<file path="src/rtl/alu_spi_pkg.sv">
// alu_spi_pkg: shared FSM type, frame sizes and opcodes for the ALU SPI slave.
// Optional build macro used elsewhere: ALU_SPI_STATUS_EN.
package alu_spi_pkg;

   typedef enum logic [1:0] {
      ST_IDLE,
      ST_SHIFT,
      ST_ISSUE,
      ST_CAPTURE
   } state_t;

   localparam int FRAME_BITS  = 24;
   localparam int RESULT_BITS = 8;

   localparam logic [2:0] OP_ADD = 3'b000;
   localparam logic [2:0] OP_SUB = 3'b001;
   localparam logic [2:0] OP_AND = 3'b010;
   localparam logic [2:0] OP_OR  = 3'b011;
   localparam logic [2:0] OP_XOR = 3'b100;
   localparam logic [2:0] OP_SHL = 3'b101;
   localparam logic [2:0] OP_SHR = 3'b110;
   localparam logic [2:0] OP_MIX = 3'b111;

endpackage

</file>
<file path="src/rtl/alu_spi_slave_edge_sync.sv">
// spi_edge_sync: synchronizers for sclk/cs_n/mosi plus edge pulses.
// The cs_n chain resets low so a cs_n held low through reset never looks like a fall.
module spi_edge_sync #(
   parameter int SYNC_STAGES = 2
) (
   input  logic clk,
   input  logic rst_n,
   input  logic sclk,
   input  logic cs_n,
   input  logic mosi,
   output logic sclk_rise,
   output logic sclk_fall,
   output logic cs_fall,
   output logic cs_rise,
   output logic cs_low,
   output logic mosi_s
);

   logic [SYNC_STAGES-1:0] sclk_q;
   logic [SYNC_STAGES-1:0] cs_q;
   logic [SYNC_STAGES-1:0] mosi_q;
   logic                   sclk_d;
   logic                   cs_d;
   logic                   armed;

   // synchronizer chains, one-cycle delayed copies, and cs_n-seen-high flag
   always_ff @(posedge clk or negedge rst_n) begin
      if (!rst_n) begin
         sclk_q <= '0;
         cs_q   <= '0;
         mosi_q <= '0;
         sclk_d <= 1'b0;
         cs_d   <= 1'b0;
         armed  <= 1'b0;
      end else begin
         sclk_q <= {sclk_q[SYNC_STAGES-2:0], sclk};
         cs_q   <= {cs_q[SYNC_STAGES-2:0], cs_n};
         mosi_q <= {mosi_q[SYNC_STAGES-2:0], mosi};
         sclk_d <= sclk_q[SYNC_STAGES-1];
         cs_d   <= cs_q[SYNC_STAGES-1];
         armed  <= armed | cs_q[SYNC_STAGES-1];
      end
   end

   assign sclk_rise = sclk_q[SYNC_STAGES-1] & ~sclk_d;
   assign sclk_fall = ~sclk_q[SYNC_STAGES-1] & sclk_d;
   assign cs_fall   = ~cs_q[SYNC_STAGES-1] & cs_d;
   assign cs_rise   = cs_q[SYNC_STAGES-1] & ~cs_d;
   assign cs_low    = armed & ~cs_q[SYNC_STAGES-1];
   assign mosi_s    = mosi_q[SYNC_STAGES-1];

endmodule

</file>
<file path="src/rtl/alu_spi_slave.sv">
// alu_spi_slave: SPI mode-0 slave that loads ALU operands and returns the result.
// Define ALU_SPI_STATUS_EN to return a status byte in MISO bits 8-15.
module alu_spi_slave
   import alu_spi_pkg::*;
#(
   parameter int SYNC_STAGES = 2
) (
   input  logic                   clk,
   input  logic                   rst_n,
   input  logic                   sclk,
   input  logic                   cs_n,
   input  logic                   mosi,
   output logic                   miso,
   output logic                   miso_oe,
   output logic [7:0]             alu_a,
   output logic [7:0]             alu_b,
   output logic [2:0]             alu_sel,
   output logic                   aluop_st,
   input  logic [RESULT_BITS-1:0] alu_out,
   output logic                   busy,
   output logic                   frame_err
);

   localparam int         CNT_W    = $clog2(FRAME_BITS + 1);
   localparam logic [CNT_W-1:0] CNT_FULL = CNT_W'(FRAME_BITS);

   logic sclk_rise;
   logic sclk_fall;
   logic cs_fall;
   logic cs_rise;
   logic cs_low;
   logic mosi_s;

   state_t                   state;
   state_t                   next;
   logic [CNT_W-1:0]         cnt;
   logic [FRAME_BITS-6:0]    rx;
   logic [FRAME_BITS-1:0]    tx;
   logic [RESULT_BITS-1:0]   result;
   logic [RESULT_BITS-1:0]   load_res;
   logic [7:0]               stat;
   logic                     pend;
   logic                     start;
   logic                     issue;
   logic                     abort;

   spi_edge_sync #(
      .SYNC_STAGES(SYNC_STAGES)
   ) u_sync (
      .clk      (clk),
      .rst_n    (rst_n),
      .sclk     (sclk),
      .cs_n     (cs_n),
      .mosi     (mosi),
      .sclk_rise(sclk_rise),
      .sclk_fall(sclk_fall),
      .cs_fall  (cs_fall),
      .cs_rise  (cs_rise),
      .cs_low   (cs_low),
      .mosi_s   (mosi_s)
   );

   // state register
   always_ff @(posedge clk or negedge rst_n) begin
      if (!rst_n) state <= ST_IDLE;
      else        state <= next;
   end

   // next-state; a 25th sclk rise aborts the frame at once
   always_comb begin
      next = state;
      unique case (state)
         ST_IDLE: begin
            if (cs_fall) next = ST_SHIFT;
         end
         ST_SHIFT: begin
            if (sclk_rise && cnt == CNT_FULL) next = ST_IDLE;
            else if (cs_rise)
               next = (cnt == CNT_FULL) ? ST_ISSUE : ST_IDLE;
         end
         ST_ISSUE: next = ST_CAPTURE;
         ST_CAPTURE: begin
            if (pend || cs_fall) next = ST_SHIFT;
            else                 next = ST_IDLE;
         end
         default: next = ST_IDLE;
      endcase
   end

   assign start    = (next == ST_SHIFT) && (state != ST_SHIFT);
   assign issue    = (state == ST_SHIFT) && (next == ST_ISSUE);
   assign abort    = (state == ST_SHIFT) && (next == ST_IDLE);
   assign load_res = (state == ST_CAPTURE) ? alu_out : result;
   assign busy     = (state != ST_IDLE);
   assign miso     = tx[FRAME_BITS-1];
   assign miso_oe  = cs_low;

`ifdef ALU_SPI_STATUS_EN
   logic [3:0] op_cnt;

   // wrapping count of issued operations
   always_ff @(posedge clk or negedge rst_n) begin
      if (!rst_n)     op_cnt <= '0;
      else if (issue) op_cnt <= op_cnt + 4'd1;
   end

   assign stat = {frame_err, 3'b000, op_cnt};
`else
   assign stat = 8'h00;
`endif

   // frame shifting, operand load, strobe, status and result capture
   always_ff @(posedge clk or negedge rst_n) begin
      if (!rst_n) begin
         cnt       <= '0;
         rx        <= '0;
         tx        <= '0;
         result    <= '0;
         pend      <= 1'b0;
         alu_a     <= '0;
         alu_b     <= '0;
         alu_sel   <= '0;
         aluop_st  <= 1'b0;
         frame_err <= 1'b0;
      end else begin
         aluop_st <= issue;
         if (start) begin
            cnt <= '0;
            tx  <= {load_res, stat, 8'h00};
         end else if (state == ST_SHIFT) begin
            if (sclk_rise && cnt != CNT_FULL) begin
               rx  <= {rx[FRAME_BITS-7:0], mosi_s};
               cnt <= cnt + 1'b1;
            end
            if (sclk_fall) tx <= {tx[FRAME_BITS-2:0], 1'b0};
         end
         if (issue) begin
            alu_sel   <= rx[18:16];
            alu_a     <= rx[15:8];
            alu_b     <= rx[7:0];
            frame_err <= 1'b0;
         end
         if (abort) frame_err <= 1'b1;
         if (state == ST_CAPTURE) result <= alu_out;
         pend <= (state == ST_ISSUE) && (pend || cs_fall);
      end
   end

endmodule

</file>
<file path="config.mk">
export PLATFORM = sky130hd
export DESIGN_NAME = alu_spi_slave
export DESIGN_NICKNAME = d
export VERILOG_FILES = /design/src/rtl/alu_spi_pkg.sv /design/src/rtl/alu_spi_slave_edge_sync.sv /design/src/rtl/alu_spi_slave.sv
export SDC_FILE = /design/constraint.sdc
export NUM_CORES = 1
export LEC_CHECK = 0
export ABC_CLOCK_PERIOD_IN_PS = 1900
export BUFFER_PORTS_ARGS = -buffer_cell sky130_fd_sc_hd__buf_2
export CAP_MARGIN = 20
export CORE_UTILIZATION = 51
export DETAILED_ROUTE_END_ITERATION = 7
export GPL_ROUTABILITY_DRIVEN = 0
export PLACE_DENSITY_LB_ADDON = 0.08
export SLEW_MARGIN = 0
export SYNTH_ARGS = -nofsm -noshare
export SYNTH_HDL_FRONTEND = slang
export SYNTH_SLANG_ARGS = --single-unit
</file>
<file path="constraint.sdc">
create_clock -name clk -period 1.9 [get_ports clk]
set_clock_uncertainty 0.15 [all_clocks]
set_input_delay 0.19 -clock clk [delete_from_list [all_inputs] [get_ports clk]]
set_output_delay 0.19 -clock clk [all_outputs]
set_load 0.01 [all_outputs]
</file>
======== After elaboration in Yosys (flattened, before gate mapping) ========
Index checks and enable logic that the tools add are counted.
storage, ports and cells
  register bits after elaboration ......... 89
  output and inout port bits .............. 24
operators by class
  $add $sub $neg .......................... 1
  eq/ne operators ......................... 8
  muxes and demuxes ....................... 15
  bitwise logic cells ..................... 11
  reduce and logical (&&, ||, !) cells .... 17
operator list
  operator             count
  $mux 24              3
  $mux 5               3
  $reduce_bool 2->1    5
  $mux 2               4
  $mux 8               1
  $pmux 2 s4           1
  $eq 2x2->1 const B   3
  $logic_and 1x1->1    6
  $add 5x1->5 const B  1
  $and 1x1->1          5
  $eq 5x5->1 const B   1
  $ne 5x5->1 const B   1
  $not 1->1            5
  $eq 2x1->1 const B   2
  $logic_not 2->1      2
  $reduce_and 2->1     2
  $mux 1               3
  $reduce_and 3->1     1
  $ne 2x1->1 const B   1
  $logic_or 1x1->1     1
  $or 1x1->1           1

======== Logic depth before layout (Yosys ltp) ========
Gate-level depths: netlist of the first run.
  depth in word-level cells ............... 9
  mapped depth ............................ 7
  depth with buffers taken out ............ 6

======== Modules after synthesis ========
From an unflattened synthesis of the first run, not the netlist that was laid out.
unflattened totals
  cells, all modules ...................... 196
  area total of the unflattened synthesis .. 2,982.9 um2
by module, submodules not included
  module         times used  cells an instance  area each (um2)  sequential area each (um2)
  alu_spi_slave  1           181                2,720.1          1,601.5
  spi_edge_sync  1           15                 262.8            225.2

======== Worst setup path before layout of the first run ========
No wires, ideal clock.
  kind .................................... register -> register
  start point ............................. reg cnt[0]
  end point ............................... reg alu_a[0]
  library setup time ...................... 0.125 ns
  arrival ................................. 1.631 ns
  path slack .............................. -0.006 ns
  cell stages (with the launch flop) ...... 7
  path buffers ............................ 1
  clock period less this slack ............ 1.906 ns
  path through ............................ dfrtp_1 inv_1 ha_1 nand4b_2 or3_4 buf_6 mux2_4
on the way
  word-level cells in the longest chain between the ends .. 7
  elaborated cells between the ends (all ways) .. 8
  classes of those cells .................. eq/ne: 2; mux: 4; reduce/logical: 2
ends and longest elaborated chain
  element                 RTL line                                  source
  from (decl)             alu_spi_slave.sv:36                       logic [CNT_W-1:0] cnt;
  from (signal assigned)  alu_spi_slave.sv:133                      cnt <= cnt + 1'b1;
  $eq 5x5->1 (*)          alu_spi_slave.sv:77, alu_spi_slave.sv:79
  $mux 2                  alu_spi_slave.sv:79                       next = (cnt == CNT_FULL) ? ST_ISSUE : ST_IDLE;
  $mux 2                  alu_spi_slave.sv:78                       else if (cs_rise)
  $mux 2 (*)              alu_spi_slave.sv:77                       if (sclk_rise && cnt == CNT_FULL) next = ST_IDLE;
  $pmux 2 s4 (*)          alu_spi_slave.sv:72                       unique case (state)
  $eq 2x2->1 (*)          alu_spi_slave.sv:91                       assign issue = (state == ST_SHIFT) && (next == ST_ISSUE);
  $logic_and 1x1->1 (*)   alu_spi_slave.sv:91
  to (signal assigned)    alu_spi_slave.sv:139                      alu_a <= rx[15:8];
  to (decl)               alu_spi_slave.sv:15                       output logic [7:0] alu_a,
Every way passes the cells marked *; elsewhere a longest branch is shown, timed or not.
A chain may end at the register's enable or synchronous reset.

======== Worst setup path after layout of the first run ========
  start point ............................. reg cnt[0]
  end point ............................... reg alu_sel[2]
on the way
  word-level cells in the longest chain between the ends .. 7
  elaborated cells between the ends (all ways) .. 8
  classes of those cells .................. eq/ne: 2; mux: 4; reduce/logical: 2
ends and longest elaborated chain
  element                RTL line                                  source
  $eq 5x5->1 (*)         alu_spi_slave.sv:77, alu_spi_slave.sv:79
  $mux 2                 alu_spi_slave.sv:79
  $mux 2                 alu_spi_slave.sv:78
  $mux 2 (*)             alu_spi_slave.sv:77
  $pmux 2 s4 (*)         alu_spi_slave.sv:72
  $eq 2x2->1 (*)         alu_spi_slave.sv:91
  $logic_and 1x1->1 (*)  alu_spi_slave.sv:91
  to (signal assigned)   alu_spi_slave.sv:138                      alu_sel <= rx[18:16];
  to (decl)              alu_spi_slave.sv:17                       output logic [2:0] alu_sel,
Marked as above.

==> run_results.csv, run 1 <==
group,metric,value,unit
sta,slew_headroom,0.747,
grt,antenna_found_initial,0,
setup_path,critPathMaxFanout,10,
setup_path,critPathKind,"flip-flop to flip-flop",
yosys,ys_types,30,
sta,tightest_slew,0.380,ns
yosys,yosysSeqAreaShare,0.621,
clocking,cts_tree,"done",
cells_and_area,nets,273,
sta,finalCritPeriodShare,0.976,
yosys,syn_avg_cell_area,15.6,µm²
cells_and_area,syn_to_final_growth,27.9,%
die,start_util,0.531,
job,max_cap_violations,0,
place,place_area,3300,µm²
cells_and_area,finalNonFillerCells,334,
die,num_io_pins,37,
place,port_buffers,36,
worst_hold_path,hold_path.class,"flip-flop to flip-flop",
sta,timing.fmax,540,MHz
die,die-area,6070,µm²
grt,grt_max_degree,74,
cells_and_area,final_cell_mix,"dfrtp_1, mux2_2, buf_2, mux2_4, dlygate4sd3_1",
sta,period_minus_slack,1.85,ns
clocking,cts_buffers,9,
run_status,outcome,"finished, final reports clean",
place,hpwl,3.16,mm
routing,drt-initial-drc-count,48,
sta,slew_viol_final,0,
yosys,synth_top_cell_area_share,0.621,
cells_and_area,fin_area,3760,µm²
setup_path,endpoint_kind,"flip-flop",
power_and_ir_drop,ir_worst_vdd,0.612,mV
yosys,synth_largest_area_cell,"dfrtp_1",
clocking,clkSinkCount,73,
sta,finalSetupViolCount,0,
clocking,cts_root_buffer,"clkbuf_8",
die,die_y,77.9,µm
routing,drt_first_pass_iters,4,
grt,grt_usage,0.189,
cells_and_area,final_common_cell,"dfrtp_1",
yosys,syn_area,2940,µm²
yosys,synth_nets,203,
setup_path,start_kind,"flip-flop",
power_and_ir_drop,p_leak,0.00190,µW
clocking,h-tree-depth,3,
power_and_ir_drop,p_per_area,1080,nW/µm²
cells_and_area,regArea,1830,µm²
yosys,ys_top_cells_by_area,"dfrtp_1, mux2_2, mux2_4",
clocking,cts_buffer_depth,2,
setup_path,cp.required,1.99,ns
routing,num_vias,1720,
cells_and_area,multiInputGateArea,1120,µm²
grt,globalRouteOverflowTotal,0,
routing,postRouteAntennaNets,0,
clocking,clock_latency,0.34,ns
cells_and_area,antenna_cells,0,
setup_path,crit_arrival,1.94,ns
cells_and_area,drive_gt1_frac,0.527,
yosys,ys_ff_latch,73,
cells_and_area,final_core_util,0.679,
clocking,cts_setup_buffers,0,
routing,drc_errors,0,
die,core_area,5540,µm²
die,dieWidth,77.9,µm
grt,grt_pass1_vias,1796,
sta,rsz0062_at_grt,"no",
yosys,yosysWarnings,0,
routing,via_per_inst,5.15,
die,placementRows,27,
place,dpl.cell_count,304,
routing,wl_per_cell,15.8,µm
grt,grt_pass1_wl,8.62,mm
routing,drt_wl_total,5.28,mm
cells_and_area,fillers,411,
clocking,path_clk_slew,0.08,ns
yosys,syn_inst,188,
sta,hold_violations,0,
==> registers in the layout, summed over array words and instances, names as in the netlist, 2 cells and up <==
| register | cells |
|---|---|
| tx | 8 |
| cnt | 5 |
| alu_sel | 3 |
| u_sync.sclk_q | 2 |
| u_sync.mosi_q | 2 |
| state | 2 |
| rx | 19 |
| alu_b | 8 |
| alu_a | 8 |
| u_sync.cs_q | 2 |
| result | 8 |
==> metal layers <==
metal / GRT usage / vias up / wire length [µm]
li1: - / 802 / -
met1: 0.248 / 877 / 2480
met2: 0.294 / 31 / 2570
met3: 0.0365 / 10 / 136
met4: 0.109 / 0 / 96
met5: 0 / - / 0
==> cell type report <==
class                      instances  area share
clock buffer                      10      0.0366
clock inverter                     5      0.0339
inverter                           3     0.00299
multi-input combinational        109       0.297
sequential                        73       0.486
tap                               72      0.0240
timing repair buffer              62       0.119
==> Yosys cell counts, drive strengths merged <==
cell type  instances
nor2               6
o31ai              1
and4bb             1
mux2              61
o2bb2ai            1
a21oi              3
nor3b              2
buf                5
nand2              8
ha                 2
xor2               2
dfrtp             73
nand4b             2
nand4              2
or3                1
nor3               1
o21ai              3
nand3              1
xnor2              1
inv                3
nand2b             3
nor2b              5
or2                1
==> cells by family after synthesis <==
family,count (synthesis),synth area share
adder cells (fa/ha/maj),2,0.00851
XOR/XNOR,3,0.00894
AO/OA/AOI/OAI,8,0.0157
flip-flops,73,0.621
AND/OR/NAND/NOR,33,0.0702
multiplexers,61,0.258
buffers and inverters,8,0.0174
==> metrics by stage <==
stage	power, µW	setup TNS (ns)	worst slack, ns	hold WS, ns
after floorplan	2210	0	0.00636	-0.256
after global placement	2380	0	0.0137	0.0878
after detailed placement	2420	-0.963	-0.0599	0.105
after CTS	4050	0	0.000187	0.206
after global routing	4210	0	0.00252	0.208
final	4040	0	0.0464	0.201
==> power breakdown <==
part / total [µW] / switching (µW) / internal (µW)
clock: 1610 / 574 / 1030
combinational: 569 / 222 / 347
sequential: 1870 / 119 / 1750
==> worst max-delay path: stages (launching register included) <==
cell	delay, ns
dfrtp_1	0.38
inv_1	0.11
ha_4	0.15
nand4b_4	0.13
or3_4	0.50
mux2_4	0.33
==> what timing repair did <==
action                                  CTS  global route
resized for setup                         1             8
cloned                                    1             2
pin swaps                                 1             2
hold buffers                             12             0
endpoints found under the setup margin   19            46
endpoints found under the hold margin    84             0
==> final timing paths <==
| path | start | end | slack (ns) | depth (start not counted) |
|---|---|---|---|---|
| min reg2reg | u_sync.sclk_q[0] | u_sync.sclk_q[1] | 0.20 | 0 |
| max reg2reg | cnt[0] | alu_sel[2] | 0.05 | 5 |
| min in group asynchronous | rst_n | cnt[0] | 0.25 | 3 |
| min | u_sync.sclk_q[0] | u_sync.sclk_q[1] | 0.20 | 0 |
| max in group asynchronous | rst_n | state[0] | 1.03 | 3 |
| max | cnt[0] | alu_sel[2] | 0.05 | 5 |
(Power assumes the default switching activity.)
==> inputs of run 2 (changes only) <==
--- a/config.mk
+++ b/config.mk
@@ -9,10 +9,12 @@
 export BUFFER_PORTS_ARGS = -buffer_cell sky130_fd_sc_hd__buf_2
 export CAP_MARGIN = 20
 export CORE_UTILIZATION = 51
+export CTS_CLUSTER_DIAMETER = 120
 export DETAILED_ROUTE_END_ITERATION = 7
 export GPL_ROUTABILITY_DRIVEN = 0
 export PLACE_DENSITY_LB_ADDON = 0.08
 export SLEW_MARGIN = 0
 export SYNTH_ARGS = -nofsm -noshare
 export SYNTH_HDL_FRONTEND = slang
+export SYNTH_HIERARCHICAL = 1
 export SYNTH_SLANG_ARGS = --single-unit
==> run_results.csv, run 2 <==
group,metric,value,unit
cells_and_area,final_common_cell,"dfrtp_1",
clocking,cts_root_buffer,"clkbuf_8",
yosys,yosysSeqAreaShare,0.612,
sta,hold_violations,0,
sta,finalSetupViolCount,6,
place,dpl.cell_count,311,
grt,globalRouteOverflowTotal,0,
cells_and_area,finalNonFillerCells,347,
yosys,syn_area,2980,µm²
sta,slew_headroom,0.557,
cells_and_area,antenna_cells,0,
grt,grt_pass1_vias,1947,
setup_path,crit_slowest_cell,"or3_4",
clocking,h-tree-depth,3,
setup_path,r2r_slack,-0.04,ns
yosys,synth_nets,211,
setup_path,endpoint_kind,"flip-flop",
yosys,synth_top_cell_area_share,0.612,
grt,use_met1,0.251,
yosys,ys_top_cells_by_area,"dfrtp_1, mux2_2, mux2_4",
die,num_io_pins,37,
yosys,ys_ff_latch,73,
cells_and_area,syn_to_final_growth,26.3,%
run_status,outcome,"complete, but fails checks",
setup_path,crit_path_start,"cnt[0]",
setup_path,critPathMaxFanout,6,
sta,tightest_slew,0.665,ns
routing,drt_first_pass_iters,4,
setup_path,slowest_delay,0.46,ns
die,placementRows,27,
cells_and_area,regMostFlops,"rx",
power_and_ir_drop,p_per_area,1040,nW/µm²
yosys,ys.flop_type,"dfrtp_1",
run_status,violations,"setup timing",
cells_and_area,nets,286,
yosys,ys_types,32,
grt,grt_max_degree,55,
routing,drc_errors,0,
yosys,ys_async_sr_fraction,1.00,
clocking,clock_latency,0.35,ns
power_and_ir_drop,ir_worst_vdd,0.664,mV
sta,tns,-0.207,ns
worst_hold_path,hold_path.class,"flip-flop to flip-flop",
clocking,cts_buffer_depth,2,
cells_and_area,largest_reg_flops,19,
cells_and_area,drive_gt1_frac,0.527,
worst_hold_path,worstHoldStart,"u_sync/cs_q[0]",
place,port_buffers,36,
place,hpwl,3.37,mm
sta,period_minus_slack,1.94,ns
die,die_y,78.5,µm
setup_path,start_kind,"flip-flop",
routing,drt-initial-drc-count,123,
clocking,clkSinkCount,73,
sta,timing.fmax,516,MHz
clocking,path_clk_slew,0.08,ns
yosys,syn_inst,196,
cells_and_area,fin_area,3770,µm²
power_and_ir_drop,p_leak,0.00188,µW
clocking,cts_buffers,9,
setup_path,crit_chain,"inv_2 -> ha_4 -> nand4b_1 -> buf_6 -> or3_4 -> mux2_4",
setup_path,worst-path-buf-inv,2,
setup_path,reg2reg_from,"cnt[0]",
cells_and_area,final_cell_mix,"dfrtp_1, mux2_2, buf_2, buf_4, mux2_4",
grt,met2_usage,0.350,
grt,antenna_found_initial,0,
sta,layout_setup_ws,-0.0386,ns
grt,grt_usage,0.208,
yosys,netlist_top_cells_count,"dfrtp_1, mux2_2, mux2_4",
setup_path,critPathKind,"flip-flop to flip-flop",
routing,drt_wl_total,5.64,mm
routing,postRouteAntennaNets,0,
yosys,synthMostInstantiatedCell,"dfrtp_1",
yosys,synth_edf_count,0,
die,start_util,0.535,
yosys,syn_avg_cell_area,15.2,µm²
routing,num_vias,1799,
setup_path,cpLargestDelayFamily,"simple AND/OR/NAND/NOR gates",
clocking,cts_tree,"done",
sta,rsz0062_at_grt,"yes",
die,die-area,6160,µm²
grt,grt_pass1_wl,9.47,mm
setup_path,crit_arrival,2.02,ns
yosys,yosysWarnings,6,
grt,top_usage_layer,"met2",
job,max_cap_violations,0,
die,core_area,5570,µm²
setup_path,cp.required,1.98,ns
place,place_area,3320,µm²
sta,slew_viol_final,0,
routing,wl_per_cell,16.3,µm
yosys,synth_largest_area_cell,"dfrtp_1",
grt,met3_usage,0.0407,
die,dieWidth,78.5,µm
sta,finalCritPeriodShare,1.02,
routing,via_per_inst,5.18,
## run 2: metrics by stage
stage               total power [µW]   util  setup WS (ns)  hold slack [ns]
floorplan                       2310      -         0.0242           -0.256
global placement                2470  0.595        -0.0232            0.109
detailed placement              2520  0.595        -0.0743            0.121
CTS                             3920  0.670        0.00130            0.203
global route                    4120  0.676        -0.0868            0.213
finish                          3930  0.676        -0.0386            0.203
## run 2: timing repair
item,4_1_cts,5_1_grt
setup endpoints to repair,26,40
pin swaps,2,6
gates resized for setup,10,4
endpoints found under the hold margin,63,0
buffers inserted,3,3
hold buffers,12,0
gates cloned,3,0
## run 2: path summary, 6_finish.rpt
kind | endpoint | cells after the start
max in group asynchronous | result[6] | 3
worst max-delay path | alu_a[5] | 6
min in group asynchronous | cnt[3] | 2
worst max register to register | alu_a[5] | 6
worst min register to register | u_sync/cs_q[1] | 0
worst min-delay path | u_sync/cs_q[1] | 0
## run 2: logic make-up (layout without fill, tap and decap cells)
logic type,count (synthesis),after routing,synth area share
flip-flops,73,73,0.612
adder cells (fa/ha/maj),2,2,0.00839
multiplexers,61,61,0.253
AND/OR/NAND/NOR,33,36,0.0713
buffers and inverters,11,87,0.0239
AO/OA/AOI/OAI,16,16,0.0315
## run 2: layer usage
metal	up-vias	part of all wire
li1	844	-
met1	910	0.44
met2	33	0.51
met3	12	0.029
met4	0	0.019
met5	-	0
## run 2: cell type report
type,instances,area (µm²)
multi-input cells,115,1150
flip-flops and latches,73,1830
repair buffers,68,469
fillers,398,1810
clock inverters,5,80.1
inverters,4,15.0
well taps,72,90.1
clock buffers,10,138
## run 2: report_power, final
| part | internal (µW) | switching [µW] |
|---|---|---|
| registers | 1780 | 149 |
| logic | 409 | 262 |
| clock network | 765 | 558 |
